<file path="config.mk">
export PLATFORM = sky130hd
export DESIGN_NAME = mult8x8_seq_ctrl_flat
export DESIGN_NICKNAME = d
export VERILOG_FILES = /design/src/rtl/mult8x8_seq_ctrl_if.sv /design/src/rtl/mult8x8_seq_ctrl.sv /design/src/flat_wrapper.sv
export SDC_FILE = /design/constraint.sdc
export NUM_CORES = 1
export LEC_CHECK = 0
export ABC_AREA = 1
export CAP_MARGIN = 15
export CORE_MARGIN = 1.5
export CORE_UTILIZATION = 40
export CTS_CLUSTER_DIAMETER = 100
export DETAILED_ROUTE_END_ITERATION = 6
export DONT_BUFFER_PORTS = 1
export SKIP_CTS_REPAIR_TIMING = 1
export SLEW_MARGIN = 20
export SYNTH_ARGS = -nofsm -noshare
export SYNTH_HDL_FRONTEND = slang
export SYNTH_SLANG_ARGS = --single-unit
</file>
<file path="constraint.sdc">
create_clock -name clk -period 2 [get_ports clk]
set_input_delay 0.2 -clock clk [delete_from_list [all_inputs] [get_ports clk]]
set_output_delay 0.2 -clock clk [all_outputs]
set_load 0.05 [all_outputs]
</file>
<file path="src/rtl/mult8x8_seq_ctrl_if.sv">
// Control bundle between the multiplier sequencer and its datapath/consumer.
// The master side issues start/done_ack, the slave side is the sequencer.
interface mult8x8_seq_ctrl_if;
    logic       start;
    logic       done_ack;
    logic [1:0] input_sel;
    logic [1:0] shift_sel;
    logic       acc_clr;
    logic       acc_en;
    logic [1:0] step;
    logic [1:0] state_out;
    logic       busy;
    logic       done;
    logic       err;

    modport master (
        output start, done_ack,
        input  input_sel, shift_sel, acc_clr, acc_en,
        input  step, state_out, busy, done, err
    );

    modport slave (
        input  start, done_ack,
        output input_sel, shift_sel, acc_clr, acc_en,
        output step, state_out, busy, done, err
    );
endinterface

</file>
<file path="src/rtl/mult8x8_seq_ctrl.sv">
// Sequencer for an 8x8 multiply built from four 4x4 partial products.
// Walks LOAD -> CALC(4 steps) -> DONE under a start/done handshake.
module mult8x8_seq_ctrl #(
    parameter int AUTO_CLEAR = 0
) (
    input  logic                 clk,
    input  logic                 sclr,
    mult8x8_seq_ctrl_if.slave    bus
);

    typedef enum logic [1:0] {
        IDLE = 2'b00,
        LOAD = 2'b01,
        CALC = 2'b10,
        DONE = 2'b11
    } state_t;

    state_t     state_q, state_d;
    logic [1:0] step_q, step_d;
    logic       err_q, err_d;

    logic [1:0] input_sel_q;
    logic [1:0] shift_sel_q;
    logic       acc_clr_q;
    logic       acc_en_q;
    logic       busy_q;
    logic       done_q;

    // Shift amount for a given step: lo*lo, cross terms, hi*hi.
    function automatic logic [1:0] shift_for(input logic [1:0] s);
        logic [1:0] r;
        r = 2'b00;
        case (s)
            2'd0:    r = 2'b00;
            2'd1:    r = 2'b01;
            2'd2:    r = 2'b01;
            default: r = 2'b10;
        endcase
        return r;
    endfunction

    // Next-state, step and sticky-error logic.
    always_comb begin
        state_d = state_q;
        step_d  = 2'd0;
        err_d   = err_q;
        if (sclr) begin
            state_d = IDLE;
            err_d   = 1'b0;
        end else begin
            case (state_q)
                IDLE: begin
                    if (bus.start) begin
                        state_d = LOAD;
                        err_d   = 1'b0;
                    end
                end
                LOAD: begin
                    state_d = CALC;
                    if (bus.start) err_d = 1'b1;
                end
                CALC: begin
                    if (bus.start) err_d = 1'b1;
                    if (step_q == 2'd3) begin
                        state_d = DONE;
                    end else begin
                        step_d = step_q + 2'd1;
                    end
                end
                DONE: begin
                    if (bus.start) begin
                        state_d = LOAD;
                        err_d   = 1'b0;
                    end else if (AUTO_CLEAR != 0 || bus.done_ack) begin
                        state_d = IDLE;
                    end
                end
                default: state_d = IDLE;
            endcase
        end
    end

    // State and registered datapath controls, decoded from the next state.
    always_ff @(posedge clk) begin
        if (sclr) begin
            state_q     <= IDLE;
            step_q      <= 2'd0;
            err_q       <= 1'b0;
            input_sel_q <= 2'b00;
            shift_sel_q <= 2'b00;
            acc_clr_q   <= 1'b0;
            acc_en_q    <= 1'b0;
            busy_q      <= 1'b0;
            done_q      <= 1'b0;
        end else begin
            state_q     <= state_d;
            step_q      <= step_d;
            err_q       <= err_d;
            input_sel_q <= (state_d == CALC) ? step_d : 2'b00;
            shift_sel_q <= (state_d == CALC) ? shift_for(step_d) : 2'b00;
            acc_clr_q   <= (state_d == LOAD);
            acc_en_q    <= (state_d == CALC);
            busy_q      <= (state_d == LOAD) || (state_d == CALC);
            done_q      <= (state_d == DONE);
        end
    end

    assign bus.state_out = state_q;
    assign bus.step      = step_q;
    assign bus.err       = err_q;
    assign bus.input_sel = input_sel_q;
    assign bus.shift_sel = shift_sel_q;
    assign bus.acc_clr   = acc_clr_q;
    assign bus.acc_en    = acc_en_q;
    assign bus.busy      = busy_q;
    assign bus.done      = done_q;

endmodule

</file>
<file path="src/flat_wrapper.sv">
// flat-port wrapper written by rule: the top's interface ports become plain ports
module mult8x8_seq_ctrl_flat 
#(
    parameter int AUTO_CLEAR = 0
)
  (clk, sclr, bus_start, bus_done_ack, bus_input_sel, bus_shift_sel, bus_acc_clr, bus_acc_en, bus_step, bus_state_out, bus_busy, bus_done, bus_err);
  mult8x8_seq_ctrl_if bus_i ();
  input  logic clk;
  input  logic sclr;
  input wire logic [$bits(bus_i.start)-1:0] bus_start;
  input wire logic [$bits(bus_i.done_ack)-1:0] bus_done_ack;
  output wire logic [$bits(bus_i.input_sel)-1:0] bus_input_sel;
  output wire logic [$bits(bus_i.shift_sel)-1:0] bus_shift_sel;
  output wire logic [$bits(bus_i.acc_clr)-1:0] bus_acc_clr;
  output wire logic [$bits(bus_i.acc_en)-1:0] bus_acc_en;
  output wire logic [$bits(bus_i.step)-1:0] bus_step;
  output wire logic [$bits(bus_i.state_out)-1:0] bus_state_out;
  output wire logic [$bits(bus_i.busy)-1:0] bus_busy;
  output wire logic [$bits(bus_i.done)-1:0] bus_done;
  output wire logic [$bits(bus_i.err)-1:0] bus_err;
  assign bus_i.start = bus_start;
  assign bus_i.done_ack = bus_done_ack;
  assign bus_input_sel = bus_i.input_sel;
  assign bus_shift_sel = bus_i.shift_sel;
  assign bus_acc_clr = bus_i.acc_clr;
  assign bus_acc_en = bus_i.acc_en;
  assign bus_step = bus_i.step;
  assign bus_state_out = bus_i.state_out;
  assign bus_busy = bus_i.busy;
  assign bus_done = bus_i.done;
  assign bus_err = bus_i.err;
  mult8x8_seq_ctrl #(.AUTO_CLEAR(AUTO_CLEAR)) u_core (.clk(clk), .sclr(sclr), .bus(bus_i));
endmodule
</file>
# Yosys cells after proc, flatten, opt, wreduce, memory -nomap -nowiden
# Cells that the tools add are included.
[op_classes] n_addsub=1 n_mul=0 div=0 order_cmp=0 eq_ne=11 n_shift=0 muxes=13 bitwise_logic=1 reduce_logical=8
[op_table] op="2-bit 2-to-1 mux" n=8
[op_table] op="2-bit == test, second input constant" n=6
[op_table] op="2-bit case mux with 4 select lines" n=1
[op_table] op="2-bit OR reduction" n=4
[op_table] op="2-bit by 1-bit == test with 1-bit output, second input constant" n=3
[op_table] op="2-bit zero test" n=2
[op_table] op="2-bit by 1-bit inequality test with 1-bit output, second input constant" n=2
[op_table] op="2-bit case mux with 2 select lines" n=1
[op_table] op="2-bit by 1-bit adder with 2-bit output, second input constant" n=1
[op_table] op="1-bit 2-to-1 mux" n=2
[op_table] op="1-bit case mux with 2 select lines" n=1
[op_table] op="2-bit AND reduction" n=1
[op_table] op="1-bit logical OR" n=1
[op_table] op="1-bit NOT" n=1
[word_totals] reg_bits=13 latchBits=0 mem_bits_rw=0 rom_bits=0 inputBits=4 mem_count=0

# Depth between registers and ports, before layout
# Gate-level depths: netlist of the first run.
[logic_depth] ltp_word=7 ltp_mapped=13 depth_no_buf=13

# Worst setup path before layout of the first run
# No wires, ideal clock.
[synth_path] kind="reg-to-reg" start="reg u_core.state_q[0] (netlist: u_core.bus.state_out[0])" end="reg u_core.shift_sel_q[0] (netlist: u_core.bus.shift_sel[0])" setup_ns=0.110 arrival_time_ns=1.714 t_required_ns=1.890 slack_ns=0.176 stages_incl_launch_ff=14 path_buffers=0 synth_period_minus_slack_ns=1.824 path_cell_list="dfxtp_1 inv_2 ha_1 inv_1 nand2_1 nand2_1 nand2_1 nand2_1 inv_1 ha_1 inv_1 nor2_1 inv_1 nor2_1"
[synth_via] elab_cells_between_ends=20
[synth_lines] item="start: declaration" line_no="mult8x8_seq_ctrl.sv:18" rtl="state_t state_q, state_d;"
[synth_lines] item="start signal: assignment" line_no="mult8x8_seq_ctrl.sv:96" rtl="state_q <= state_d;"
[synth_lines] item="2-bit == test, or another cell as far along" line_no="mult8x8_seq_ctrl.sv:51" rtl="case (state_q)"
[synth_lines] item="2-bit case mux with 4 select lines *" line_no="mult8x8_seq_ctrl.sv:51"
[synth_lines] item="2-bit 2-to-1 mux *" line_no="mult8x8_seq_ctrl.sv:47" rtl="if (sclr) begin"
[synth_lines] item="net u_core.state_d[1]" line_no="mult8x8_seq_ctrl.sv:18"
[synth_lines] item="2-bit == test *" line_no="mult8x8_seq_ctrl.sv:100" rtl="shift_sel_q <= (state_d == CALC) ? shift_for(step_d) : 2'b00;"
[synth_lines] item="1-bit NOT (no line) *"
[synth_lines] item="2-bit OR reduction (no line) *"
[synth_lines] item="end signal: assignment" line_no="mult8x8_seq_ctrl.sv:100"
[synth_lines] item="end: declaration" line_no="mult8x8_seq_ctrl.sv:23" rtl="logic [1:0] shift_sel_q;"
# Mark *: on every way through the listed nets, which the timed path passes. The rest lies on a longest branch.
# A chain may end at the register's enable or synchronous reset.

# Worst setup path in the final report of the first run
[layout_path] start="reg u_core.state_q[0] (netlist: u_core.bus.state_out[0])" end="reg u_core.shift_sel_q[1] (netlist: u_core.bus.shift_sel[1])"
# The elaborated chain is that of the path after synthesis.

==> run metrics, run 1 <==
highest-count cells in the layout ignoring fill and taps 19 x sky130_fd_sc_hd__inv_1, 13 x sky130_fd_sc_hd__nor2_1, 13 x sky130_fd_sc_hd__dfxtp_1; number of antenna violations at the first check in global routing 0; vias in the first global route between 300 and 400; Mapped Area 571 µm²; placeable core area 1320 µm²; endpoint arrival time on the critical path 1840 ps; post-synth net total between 80 and 90; floorplan row count 13; overall die width 40.8 µm; sequential cell area between 200 and 300 µm²; top-level port count 17; non-filler instance count after layout 96; wire length of the first global-routing pass 1.38 mm; Cells after Synth 72; max-cap viol count 0; final setup TNS 0 ps; relative max-transition margin 66.7%; Max Fclk between 500 and 600 MHz; power per standard cell area about 1200 nW/µm²; die height approximately 41 µm; TritonCTS Buffers 3; post-DR wirelength/cell 9.32 µm; count of synthesis-stage warnings from yosys 0; Detailed Place HPWL roughly 710 µm; Min-Delay Path Class input port to register; type of destination of the critical path register; cell types occupying the most area after synthesis sky130_fd_sc_hd__dfxtp_1 46%, sky130_fd_sc_hd__ha_1 18%, sky130_fd_sc_hd__inv_1 13%, sky130_fd_sc_hd__nor2_1 8.6%, sky130_fd_sc_hd__nand2_1 3.9%; type of element launching the critical path register; pin count of the biggest net entering global routing 8; share of the synthesized area in the top cell type 45.6%; Mapped Avg Cell Area 7.92 µm²; CTS Sinks 13; weighted congestion reported at the end of routability-driven placement 0.767; DRT Pass-1 Iters 4; number of DRC markers after the initial detailed-route iteration 9; deepest level of the CTS H-tree 1; RSZ-0062 raised after global routing no; clk slew on worst S/H paths 80 ps; antenna cells 0; number of nets with antenna violations after routing 0; Residual DRC 0; GRT Total Usage about 14%; largest clock skew in the final design 7.40 ps; Nets 94; worst vdd ir 0.000539 V; Tightest Pin Transition 499 ps; required time of the critical path 2170 ps; register area share after synthesis 45.6%; Unique masters post-synth 11; clock tree from TritonCTS done; final setup violation count 0; Worst-Skew Late Latency ~270 ps; result of the run finished, final reports clean; share of the clock period used by the worst path about 84%; hold violation count in the final report 0; startpoint of the most critical hold path bus_start; shortest clock period the worst path allows after layout 1670 ps; Slew Limit Fails 0; area of the die 1660 µm²; Area Growth Syn to Fin 14.9%; number of input and output port buffers inserted 0; root buf cell sky130_fd_sc_hd__clkbuf_4; Final Core Density roughly half; global route total overflow 0; layout cell share with drive strength beyond 1 between 15 and 20%; total area of multi-input combinational cells 231 µm²; detailed-route wire length between 800 and 900 µm; number of register bits inferred by synthesis 13; post-DR vias/cell 4.43; static leakage 0.373 nW; Crit. Startpoint u_core.bus.state_out[0]; CP Class register to register; number of buffers between clock root and the deepest sink 2; routed vias 425; initial core utilization between 40% and 50%; number of fillers in the final layout 134; Yosys top cell by area sky130_fd_sc_hd__dfxtp_1; placed cell count 91; maximum fanout count along the critical path 4; Reg-to-Reg Start u_core.bus.state_out[0]; commonest non-fill, non-tap cell in the layout sky130_fd_sc_hd__inv_1
==> per-stage QoR <==
step | hold slack (ps) | area [µm²] | power [mW] | setup WS, ps
floorplan | 271 | 571 | 0.549 | 176
global placement | 275 | 619 | 0.595 | 403
detailed placement | 274 | 619 | 0.599 | 362
CTS | -14.5 | 646 | 0.761 | 348
global route | 77.3 | 656 | 0.814 | 144
finish | 88.8 | 656 | 0.754 | 326
==> critical path, cell delays in order, from the launching register on <==
cell                      delay [ps]
sky130_fd_sc_hd__dfxtp_1         420
sky130_fd_sc_hd__inv_2            80
sky130_fd_sc_hd__ha_1            210
sky130_fd_sc_hd__inv_1            90
sky130_fd_sc_hd__nand2_1          60
sky130_fd_sc_hd__nand2_1          70
sky130_fd_sc_hd__nand2_1          50
sky130_fd_sc_hd__nand2_1         100
sky130_fd_sc_hd__inv_1            70
sky130_fd_sc_hd__ha_1            170
sky130_fd_sc_hd__inv_1            80
sky130_fd_sc_hd__nor2_1           60
sky130_fd_sc_hd__inv_1            70
sky130_fd_sc_hd__nor2_1           40
==> cells by family (layout without fill, tap and decap cells) <==
group	after synthesis	count (layout)	synth area share (%)
simple gates	26	26	19.5
fa+ha+maj	8	8	17.5
compound gates	4	4	3.51
flops	13	13	45.6
buf+inv	21	30	13.8
==> flip-flops by register name, indices dropped and copies added, names as in the netlist <==
signal / count
u_core.bus.input_sel: 2
u_core.bus.shift_sel: 2
u_core.bus.state_out: 2
u_core.bus.step: 2
u_core.bus.acc_clr: 1
u_core.bus.acc_en: 1
u_core.bus.busy: 1
u_core.bus.done: 1
u_core.bus.err: 1
==> synthesized netlist by cell type <==
| library cell | count |
|---|---|
| sky130_fd_sc_hd__a21oi_1 | 2 |
| sky130_fd_sc_hd__nor2_1 | 13 |
| sky130_fd_sc_hd__inv_2 | 2 |
| sky130_fd_sc_hd__o21ai_0 | 2 |
| sky130_fd_sc_hd__nand2_2 | 2 |
| sky130_fd_sc_hd__nor2_2 | 2 |
| sky130_fd_sc_hd__nand3_1 | 3 |
| sky130_fd_sc_hd__nand2_1 | 6 |
| sky130_fd_sc_hd__dfxtp_1 | 13 |
| sky130_fd_sc_hd__inv_1 | 19 |
| sky130_fd_sc_hd__ha_1 | 8 |
==> where the power goes <==
| part | internal, mW | switching [mW] | leakage [nW] |
|---|---|---|---|
| clock | 0.0771 | 0.0801 | 0.0150 |
| sequential | 0.290 | 0.0803 | 0.106 |
| combinational | 0.0740 | 0.152 | 0.252 |
| total | 0.441 | 0.313 | 0.373 |
==> path summary, 6_finish.rpt <==
check                            endpoint  slack (ps)  cells past startpoint
setup reg to reg  u_core.bus.shift_sel[1]         330                     13
hold / removal             u_core.bus.err          90                      2
setup / recovery  u_core.bus.shift_sel[1]         330                     13
hold reg to reg        u_core.bus.step[1]         660                      3
==> final cells by class <==
cell class / instances / share of cell area, %
inverters: 21 / 12.0
flip-flops and latches: 13 / 39.7
repair buffers: 5 / 6.11
clock buffers: 4 / 4.01
multi-input cells: 38 / 35.3
well taps: 15 / 2.86
==> per-layer routing <==
| layer | GRT usage, % | wire length [µm] |
|---|---|---|
| met4 | 12.5 | 12 |
| met5 | 0 | 0 |
| met2 | 21.0 | 405 |
| met3 | 7.07 | 40 |
| met1 | 14.4 | 437 |
Power figures use the tool's default switching activity.
==> run 2, diff against run 1 <==
- clock period: 2 -> 1.3 ns (I/O delays scaled with it)
==> run metrics, run 2 (synthesis results as in run 1) <==
result of the run finished, violations left (was finished, final reports clean); failing checks negative hold slack, negative setup slack; setup slack of the most critical reg-to-reg path -90 ps (was 330 ps); proportion of power drawn by flip-flops and latches 42.2% (was 49.1%); total placed instance area 761 µm² (was 619 µm²); switch share 41.0% (was 41.5%); slowest library cell on the worst path sky130_fd_sc_hd__dfxtp_4 (was sky130_fd_sc_hd__dfxtp_1); number of buffers between clock root and the deepest sink 2 (unchanged); Detailed Place HPWL 817 µm (was 707 µm); Max Fclk 718 MHz (was 597 MHz); DRT Pass-1 Iters 2 (was 4); layout cell share with drive strength beyond 1 47.2% (was 16.0%); Area Growth Syn to Fin 44.5% (was 14.9%); Worst path depth 12 (was 13); clock tree from TritonCTS done (unchanged); startpoint of the most critical hold path sclr (was bus_start); max-cap viol count 0 (unchanged); static leakage 0.415 nW (was 0.373 nW); cell-internal power 0.822 mW (was 0.441 mW); top-level port count 17 (unchanged); Worst-Skew Late Latency 270 ps (about the same); hold violation count in the final report 4 (was 0); critical path, cell by cell ha_4 -> nand2_1 -> nand2_1 -> nand2_1 -> nand2_1 -> nand2_2 -> inv_2 -> ha_4 -> inv_2 -> nor2_2 -> inv_1 -> nor2_1 (was inv_2 -> ha_1 -> inv_1 -> nand2_1 -> nand2_1 -> nand2_1 -> nand2_1 -> inv_1 -> ha_1 -> inv_1 -> nor2_1 -> inv_1 -> nor2_1); placeable core area 1320 µm² (unchanged); number of antenna violations at the first check in global routing 0 (unchanged); Critical Path Most Common Cell sky130_fd_sc_hd__nand2_1; WHS -83.2 ps (was 88.8 ps); Slew Limit Fails 0 (unchanged); largest clock skew in the final design 3.35 ps (was 7.40 ps); initial core utilization 43.3% (unchanged); total power after layout 1.39 mW (was 0.754 mW); portion of total power attributed to the clock network 16.8% (was 20.8%); Nets 102 (was 94); TritonCTS Buffers 3 (unchanged); power dissipated by switching net loads 0.572 mW (was 0.313 mW); cells on worst reg2reg path 12 (was 13); weighted congestion reported at the end of routability-driven placement 0.686 (was 0.767); die height 40.8 µm (unchanged); wire length of the first global-routing pass 1.48 mm (was 1.38 mm); Bufs and invs on worst path 3 (was 5); pin count of the biggest net entering global routing 8 (unchanged); endpoint arrival time on the critical path 1600 ps (was 1840 ps); routed vias 453 (was 425); Reg-to-Reg Start u_core.bus.state_out[1] (was u_core.bus.state_out[0]); antenna cells 0 (unchanged); required time of the critical path 1510 ps (was 2170 ps); shortest clock period the worst path allows after layout 1390 ps (was 1670 ps); clk slew on worst S/H paths 70 ps (was 80 ps); combinational share of power 40.9% (was 30.0%); global route total overflow 0 (unchanged); sink of the worst hold path u_core.bus.acc_clr (was u_core.bus.err); post-DR vias/cell 4.36 (was 4.43); Tightest Pin Transition 482 ps (was 499 ps); post-DR wirelength/cell 9.66 µm (was 9.32 µm); setup slack after layout -91.8 ps (was 326 ps); CP Class register to register (unchanged); fin area 825 µm² (was 656 µm²); overall die width 40.8 µm (unchanged); final setup violation count 7 (was 0); number of DRC markers after the initial detailed-route iteration 1 (was 9); relative max-transition margin 67.9% (was 66.7%); deepest level of the CTS H-tree 1 (unchanged); GRT Total Usage 14.3% (was 14.1%); longest individual stage delay on the worst path 400 ps (was 420 ps); endpoint of the most critical register-to-register path u_core.bus.shift_sel[1] (unchanged); vias in the first global route 376 (was 343); detailed-route wire length 1.01 mm (was 895 µm); CTS Sinks 13 (unchanged); cell depth of the worst min-delay path 1 (was 2); root buf cell sky130_fd_sc_hd__clkbuf_4 (unchanged); highest-count cells in the layout ignoring fill and taps 13 x sky130_fd_sc_hd__inv_1, 13 x sky130_fd_sc_hd__buf_4, 12 x sky130_fd_sc_hd__nor2_1 (was 19 x sky130_fd_sc_hd__inv_1, 13 x sky130_fd_sc_hd__nor2_1, 13 x sky130_fd_sc_hd__dfxtp_1); worst slack at placement -184 ps (was 362 ps); number of input and output port buffers inserted 0 (unchanged); type of element launching the critical path register (unchanged); type of destination of the critical path register (unchanged); Residual DRC 0 (unchanged); share of the clock period used by the worst path 107% (was 83.7%); number of nets with antenna violations after routing 0 (unchanged); worst vdd ir 0.000991 V (was 0.000539 V); power per standard cell area 1690 nW/µm² (was 1150 nW/µm²); floorplan row count 13 (unchanged); Min-Delay Path Class input port to register (unchanged); largest delay contributor family on the critical path simple AND/OR/NAND/NOR gates (was flip-flops); area of the die 1660 µm² (unchanged); maximum fanout count along the critical path 4 (unchanged); RSZ-0062 raised after global routing yes (was no)
[run 2: worst max-delay path by stage]
stage / start / end / slack, ps
finish: u_core.bus.state_out[1] / u_core.bus.shift_sel[1] / -90
global route: u_core.bus.state_out[1] / u_core.bus.shift_sel[1] / -210
CTS: u_core.bus.step[0] / u_core.bus.shift_sel[0] / -200
detailed placement: u_core.bus.step[0] / u_core.bus.shift_sel[0] / -180
global placement: u_core.bus.step[0] / u_core.bus.shift_sel[0] / -120
floorplan: u_core.bus.state_out[0] / u_core.bus.shift_sel[0] / -130
[run 2: metal layers]
metal	wire length (µm)	up-vias	track usage, %
met5	0	-	0
met4	14	0	10.0
met3	57	2	4.35
met2	479	11	21.8
met1	455	198	17.1
li1	-	242	-
[run 2: cell type report]
cell class | instances | area, µm²
fillers | 119 | 493
multi-input cells | 38 | 323
flip-flops and latches | 13 | 273
repair buffers | 13 | 97.6
inverters | 21 | 86.3
clock buffers | 4 | 26.3
well taps | 15 | 18.8
[run 2: power by group through the flow]
| stage | clock network (mW) | logic [mW] | registers [mW] |
|---|---|---|---|
| global placement | 0 | 0.513 | 0.595 |
| finish | 0.235 | 0.571 | 0.589 |
| CTS | 0.248 | 0.528 | 0.587 |
| floorplan | 0 | 0.265 | 0.680 |
| global route | 0.267 | 0.635 | 0.595 |
| detailed placement | 0 | 0.523 | 0.596 |
[run 2: per-stage QoR]
| stage | utilization [%] | TNS [ps] | std cells | hold WS, ps |
|---|---|---|---|---|
| after CTS | 59.7 | -983 | 104 | -87.3 |
| final | 62.6 | -457 | 104 | -83.2 |
| after floorplan | - | -596 | 72 | 201 |
| after global routing | 62.6 | -1140 | 104 | -98.3 |
| after global placement | 57.7 | -450 | 100 | 203 |
| after detailed placement | 57.7 | -859 | 100 | 204 |
